### src/rtl/i2s_rx.sv
// I2S slave receiver: synchronises bclk/lrclk/data into clk, deserialises stereo
// frames into a FIFO read by the mp over the EVB responder, with a fill-level irq.
module i2s_rx #(
  parameter int SAMPLE_W   = 16,
  parameter int FIFO_DEPTH = 16
) (
  input  logic        clk,
  input  logic        rst,
  input  logic        io_i2s_bclk,
  input  logic        io_i2s_lrclk,
  input  logic        io_i2s_data,
  input  logic        evb_cmd_request,
  input  logic [3:0]  evb_cmd_addr,
  input  logic [1:0]  evb_cmd_wr_mask,
  input  logic [31:0] evb_cmd_wr_data,
  output logic        evb_cmd_finish,
  output logic [31:0] evb_cmd_rd_data,
  output logic        irq
);
  localparam int AW = $clog2(FIFO_DEPTH);
  localparam int CW = AW + 1;

  typedef enum logic [0:0] {ST_IDLE = 1'b0, ST_RESP = 1'b1} evb_state_t;

  function automatic logic [15:0] sext(input logic [SAMPLE_W-1:0] w);
    logic [15:0] t;
    t = 16'(w) << (16 - SAMPLE_W);
    return 16'($signed(t) >>> (16 - SAMPLE_W));
  endfunction

  logic [2:0]          bclk_sync_r;
  logic [1:0]          ws_sync_r;
  logic [1:0]          data_sync_r;
  logic                ws_q_r;
  logic                armed_r;
  logic                msb_pend_r;
  logic                chan_r;
  logic [SAMPLE_W-1:0] shreg_r;
  logic [4:0]          bitcnt_r;
  logic                left_vld_r;
  logic [15:0]         left_r;
  logic                push_r;
  logic [31:0]         push_data_r;

  logic                en_r;
  logic [4:0]          thr_r;
  logic                ovf_r;
  logic                udf_r;
  logic [15:0]         frames_r;
  logic [AW-1:0]       wr_ptr_r;
  logic [AW-1:0]       rd_ptr_r;
  logic [CW-1:0]       count_r;
  logic [31:0]         mem_r [FIFO_DEPTH];
  evb_state_t          evb_state_r;

  logic                bclk_rise_s;
  logic                ws_s;
  logic [4:0]          cnt_base_s;
  logic                shift_s;
  logic                done_s;
  logic                chan_s;
  logic [SAMPLE_W-1:0] word_s;
  logic                empty_s;
  logic                full_s;
  logic                push_ok_s;
  logic                ovf_set_s;
  logic [31:0]         status_s;
  logic [31:0]         rd_val_s;
  logic                pop_s;
  logic                udf_set_s;
  logic                flush_s;
  logic                ctrl_wr_s;
  logic                w1c_s;

  // Bit-engine and FIFO status decode
  always_comb begin
    bclk_rise_s = bclk_sync_r[1] & ~bclk_sync_r[2];
    ws_s        = ws_sync_r[1];
    cnt_base_s  = msb_pend_r ? 5'd0 : bitcnt_r;
    shift_s     = en_r & armed_r & bclk_rise_s & (cnt_base_s < 5'(SAMPLE_W));
    done_s      = shift_s & ((cnt_base_s + 5'd1) == 5'(SAMPLE_W));
    chan_s      = msb_pend_r ? ws_s : chan_r;
    word_s      = {shreg_r[SAMPLE_W-2:0], data_sync_r[1]};
    empty_s     = (count_r == '0);
    full_s      = (count_r == CW'(FIFO_DEPTH));
    push_ok_s   = push_r & ~full_s & ~flush_s;
    ovf_set_s   = push_r & full_s & ~flush_s;
    status_s         = 32'd0;
    status_s[CW-1:0] = count_r;
    status_s[8]      = empty_s;
    status_s[9]      = full_s;
    status_s[16]     = ovf_r;
    status_s[17]     = udf_r;
  end

  // EVB register decode for the accepting cycle
  always_comb begin
    rd_val_s  = 32'd0;
    pop_s     = 1'b0;
    udf_set_s = 1'b0;
    flush_s   = 1'b0;
    ctrl_wr_s = 1'b0;
    w1c_s     = 1'b0;
    if ((evb_state_r == ST_IDLE) && evb_cmd_request) begin
      case (evb_cmd_addr)
        4'h0: begin
          rd_val_s  = {19'd0, thr_r, 6'd0, 1'b0, en_r};
          ctrl_wr_s = evb_cmd_wr_mask[0];
          flush_s   = evb_cmd_wr_mask[0] & evb_cmd_wr_data[1];
        end
        4'h1: begin
          rd_val_s = status_s;
          w1c_s    = evb_cmd_wr_mask[1];
        end
        4'h2: begin
          if (evb_cmd_wr_mask != 2'b00) begin
            rd_val_s = 32'd0;
          end else if (empty_s) begin
            udf_set_s = 1'b1;
          end else begin
            pop_s    = 1'b1;
            rd_val_s = mem_r[rd_ptr_r];
          end
        end
        4'h3:    rd_val_s = {16'd0, frames_r};
        default: rd_val_s = 32'd0;
      endcase
    end else begin
      rd_val_s = 32'd0;
    end
  end

  // Input synchronisers and serial bit engine
  always_ff @(posedge clk) begin
    if (rst) begin
      bclk_sync_r <= 3'd0;
      ws_sync_r   <= 2'd0;
      data_sync_r <= 2'd0;
      ws_q_r      <= 1'b0;
      armed_r     <= 1'b0;
      msb_pend_r  <= 1'b0;
      chan_r      <= 1'b0;
      shreg_r     <= '0;
      bitcnt_r    <= 5'd0;
      left_vld_r  <= 1'b0;
      left_r      <= 16'd0;
      push_r      <= 1'b0;
      push_data_r <= 32'd0;
    end else begin
      bclk_sync_r <= {bclk_sync_r[1:0], io_i2s_bclk};
      ws_sync_r   <= {ws_sync_r[0], io_i2s_lrclk};
      data_sync_r <= {data_sync_r[0], io_i2s_data};
      push_r      <= 1'b0;
      // ws_q keeps tracking while disabled so re-enable waits for a genuine edge
      if (bclk_rise_s) ws_q_r <= ws_s;
      if (!en_r) begin
        armed_r    <= 1'b0;
        msb_pend_r <= 1'b0;
        shreg_r    <= '0;
        bitcnt_r   <= 5'd0;
        left_vld_r <= 1'b0;
      end else if (bclk_rise_s) begin
        if (ws_s != ws_q_r) begin
          armed_r    <= 1'b1;
          msb_pend_r <= 1'b1;
        end else begin
          msb_pend_r <= 1'b0;
        end
        chan_r <= chan_s;
        if (shift_s) begin
          shreg_r  <= word_s;
          bitcnt_r <= cnt_base_s + 5'd1;
        end else begin
          bitcnt_r <= cnt_base_s;
        end
        if (done_s && !chan_s) begin
          left_r     <= sext(word_s);
          left_vld_r <= 1'b1;
        end else if (done_s && left_vld_r) begin
          push_r      <= 1'b1;
          push_data_r <= {sext(word_s), left_r};
          left_vld_r  <= 1'b0;
        end
      end
    end
  end

  // FIFO storage (contents are never observable while empty, so not reset)
  always_ff @(posedge clk) begin
    if (push_ok_s) mem_r[wr_ptr_r] <= push_data_r;
  end

  // EVB responder FSM, control/status registers, FIFO pointers and irq
  always_ff @(posedge clk) begin
    if (rst) begin
      evb_state_r     <= ST_IDLE;
      evb_cmd_finish  <= 1'b0;
      evb_cmd_rd_data <= 32'd0;
      irq             <= 1'b0;
      en_r            <= 1'b0;
      thr_r           <= 5'd0;
      ovf_r           <= 1'b0;
      udf_r           <= 1'b0;
      frames_r        <= 16'd0;
      wr_ptr_r        <= '0;
      rd_ptr_r        <= '0;
      count_r         <= '0;
    end else begin
      case (evb_state_r)
        ST_IDLE: begin
          if (evb_cmd_request) begin
            evb_state_r     <= ST_RESP;
            evb_cmd_finish  <= 1'b1;
            evb_cmd_rd_data <= rd_val_s;
          end else begin
            evb_cmd_finish  <= 1'b0;
            evb_cmd_rd_data <= 32'd0;
          end
        end
        ST_RESP: begin
          evb_state_r     <= ST_IDLE;
          evb_cmd_finish  <= 1'b0;
          evb_cmd_rd_data <= 32'd0;
        end
        default: begin
          evb_state_r     <= ST_IDLE;
          evb_cmd_finish  <= 1'b0;
          evb_cmd_rd_data <= 32'd0;
        end
      endcase
      if (ctrl_wr_s) begin
        en_r  <= evb_cmd_wr_data[0];
        thr_r <= evb_cmd_wr_data[12:8];
      end
      if (flush_s) begin
        wr_ptr_r <= '0;
        rd_ptr_r <= '0;
        count_r  <= '0;
        frames_r <= 16'd0;
      end else begin
        if (push_ok_s) wr_ptr_r <= wr_ptr_r + AW'(1);
        if (pop_s)     rd_ptr_r <= rd_ptr_r + AW'(1);
        count_r <= count_r + CW'(push_ok_s) - CW'(pop_s);
        if (push_r)    frames_r <= frames_r + 16'd1;
      end
      ovf_r <= (ovf_r & ~(w1c_s & evb_cmd_wr_data[16])) | ovf_set_s;
      udf_r <= (udf_r & ~(w1c_s & evb_cmd_wr_data[17])) | udf_set_s;
      irq   <= en_r & (thr_r != 5'd0) & (8'(count_r) >= 8'(thr_r));
    end
  end
endmodule

### config.mk
export PLATFORM = sky130hd
export DESIGN_NAME = i2s_rx
export DESIGN_NICKNAME = d
export VERILOG_FILES = /design/src/rtl/i2s_rx.sv
export SDC_FILE = /design/constraint.sdc
export NUM_CORES = 1
export LEC_CHECK = 0
export ABC_AREA = 1
export CAP_MARGIN = 20
export CORE_MARGIN = 3
export CORE_UTILIZATION = 45
export DETAILED_ROUTE_END_ITERATION = 7
export SETUP_SLACK_MARGIN = 0.15
export SLEW_MARGIN = 10
export SYNTH_ARGS = -nofsm -noshare
export SYNTH_HDL_FRONTEND = slang
export SYNTH_SLANG_ARGS = --single-unit
### constraint.sdc
create_clock -name clk -period 6.8 [get_ports clk]
set_clock_uncertainty 0.1 [all_clocks]
set_input_delay 1.36 -clock clk [delete_from_list [all_inputs] [get_ports clk]]
set_output_delay 1.36 -clock clk [all_outputs]
set_load 0.005 [all_outputs]
==> results.yml <==
pwr:
  p_sw_frac: 0.1940
  ir_worst_vdd_mv: 0.1608
  power_mw: 8.211
  internal_power_mw: 6.618
  seq_power_share: 0.528
  power_density_mw_per_mm2: 260.2
  p_leak_nw: 12.31
  p_switching_mw: 1.593
  power_frac_comb: 0.006
  p_clk_frac: 0.466
clocking:
  clock_path_buffers: 3
  cts_hold_buffers: 0
  numCtsBuffers: 71
  clk_latency_ns: 0.61
  cts_max_level: 3
  cts_tree: "yes"
  cts_setup_buffers: 0
  cts_sinks: 668
  cts-resized-gates: 0
  cts.clk_slew.worst_paths_ns: 0.06
  cts_root_buf: "clkbuf_16"
worst_setup_path:
  start_kind: "input pin"
  setup.worst_path.start: "evb_cmd_addr[3]"
  reg2reg_depth: 10
  r2r-start: "count_r[2]"
  critPathRequiredTime_ns: 6.99
  worstPathArrival_ns: 4.49
  timing_worst_setup_path_type: "in -> reg"
  critPathCaptureType: "register"
  crit_fanout: 22
finish:
  fillerInstances: 5373
  syn_to_final_growth_pct: 13.15
  diodes: 0
  regArea_mm2: 0.01851
  multi_input_area_mm2: 0.007301
  fin_util: 0.5189
  fin_nets: 2905
  drive_above_1_share: 0.06175
logic_synthesis:
  ys_types: 38
  syn_area_mm2: 0.02789
  synth_top_area_share: 0.5514
  synth_top_area_cell: "edfxtp_1"
  ys_seq_area_frac: 0.6633
  postSynthCellCount: 2822
  yosys_most_used_dff: "edfxtp_1"
  syn-num-nets: 2885
  synth_seq_cells: 668
  post-synth-top-count-cell: "nand2_1"
  ys_warn_count: 0
  synth_edf_count: 512
  netlist_top_cells_count: "nand2_1 (753), edfxtp_1 (512), inv_1 (427)"
  netlist_top_cells_area: "edfxtp_1 (55%), dfxtp_1 (11%), nand2_1 (10%)"
  syn_area_per_cell_um2: 9.881
  async_flop_share: 0
min_path:
  hold_class: "reg -> reg"
  hold_path_depth: 2
  hp-start: "data_sync_r[0]"
grt:
  grtUsageTotal: 0.2129
  grt_pass1_vias: 18312
  grt_pass1_wl_mm: 105.6
  antenna_found_initial: 0
  grt-ovfl-total: 0
  grt_max_degree: 124
floorplan:
  core-area_mm2: 0.06081
  start_util: 0.4586
  die_w_um: 254.9
  die_y_um: 254.9
  die_area_mm2: 0.06499
  row_count: 90
  pin_count: 78
place:
  place_congestion: 0.7946
  hpwl_mm: 38.47
  numPortBuffers: 54
drt:
  ant_nets: 0
  drt_iter0_markers: 1651
  totalWireLength_mm: 68.66
  wire_per_inst_um: 18.65
  drc_errors: 0
  drt_first_pass_iters: 5
  viasPerCell: 5.195
  vias: 19121
timing:
  finalHoldViolCount: 0
  rsz0062_at_grt: "no"
  drv_slew: 0
  final.setup.tns_ns: 0
  fmax_mhz: 232.7
  period_share: 0.6321
  tightest_slew_ns: 1.082
  setup_violations: 0
  slew_headroom: 0.2786
  min_period_ns: 4.298
  fin_hold_ws_ns: 0.3024
outcome:
  status: "completed"
run:
  cap_violations: 0
[path summary, 6_finish.rpt]
check | end | slack (ns)
hold reg to reg | data_sync_r[1] | 0.30
setup / recovery | mem_r[13][13] | 2.50
setup reg to reg | mem_r[13][13] | 3.48
hold / removal | data_sync_r[1] | 0.30
[area by class of cell]
class / count / share of cell area
Inverter: 437 / 0.05218
Multi-Input combinational cell: 1578 / 0.2314
Clock inverter: 33 / 0.009358
Timing Repair Buffer: 86 / 0.02578
Tap cell: 782 / 0.03101
Clock buffer: 97 / 0.06372
Sequential cell: 668 / 0.5866
[critical path, stage by stage]
cell and delay, ns:
clkdlybuf4s50_1 0.49, nor2_1 0.09, nand3_1 0.28, nor2_1 0.10, nand2_1 0.30, o21ai_2 0.15
inv_1 0.19, nand2_1 0.27, nor2_4 0.85, buf_4 0.38
[cell usage in the layout (no fill, tap or decap), drive strengths merged, types with 4 or more instances in the layout]
cell,count
dfxtp,156
bufinv,5
or2,6
o32ai,10
clkinv,24
clkinvlp,4
nand4,55
nand2,755
xor2,6
o22ai,13
nor3,10
inv,437
nand3,356
edfxtp,512
clkbuf,97
o21ai,71
nor2,159
clkdlybuf4s50,54
a21oi,105
ha,18
buf,32
[per-layer routing]
metal / wire [µm] / global-route usage / vias up
met3: 4331 / 0.03231 / 95
met4: 1242 / 0.06141 / 0
met5: 0 / 0 / -
met1: 30740 / 0.3001 / 9147
li1: - / - / 9295
met2: 32350 / 0.3449 / 584
[stage by stage]
step / cell area [µm²] / setup WS, ns / instances
4_1_cts: 31550 / 2.527 / 3681
2_1_floorplan: 27890 / 2.821 / 2822
3_5_place_dp: 29250 / 1.896 / 3551
6_report: 31550 / 2.502 / 3681
3_3_place_gp: 29220 / 1.936 / 3550
5_1_grt: 31550 / 2.262 / 3681
[cells by family after synthesis]
logic type                 share of synthesized area
AOI/OAI and AO/OA                            0.03953
adders and majority gates                   0.008795
and+or+nand+nor                               0.2064
xor gates and xnor gates                    0.002513
DFF                                           0.6633
buffers and inverters                        0.07937
[state kept, by name, summed over array words and instances, names as in the netlist, 2 cells and up, named ones only]
register         cells
bclk_sync_r          3
bitcnt_r             5
count_r              5
data_sync_r          2
evb_cmd_rd_data     32
frames_r            16
left_r              16
mem_r              512
push_data_r         32
rd_ptr_r             4
shreg_r             15
thr_r                5
wr_ptr_r             4
ws_sync_r            2
[power by group through the flow]
stage	sequential, mW	clock (mW)	combinational [mW]
after floorplan	4.42	0	0.0264
after global placement	4.42	0	0.0481
after detailed placement	4.42	0	0.0486
after CTS	4.34	3.90	0.0488
after global routing	4.33	4.07	0.0547
final	4.34	3.83	0.0484
Power figures use the tool's default switching activity.
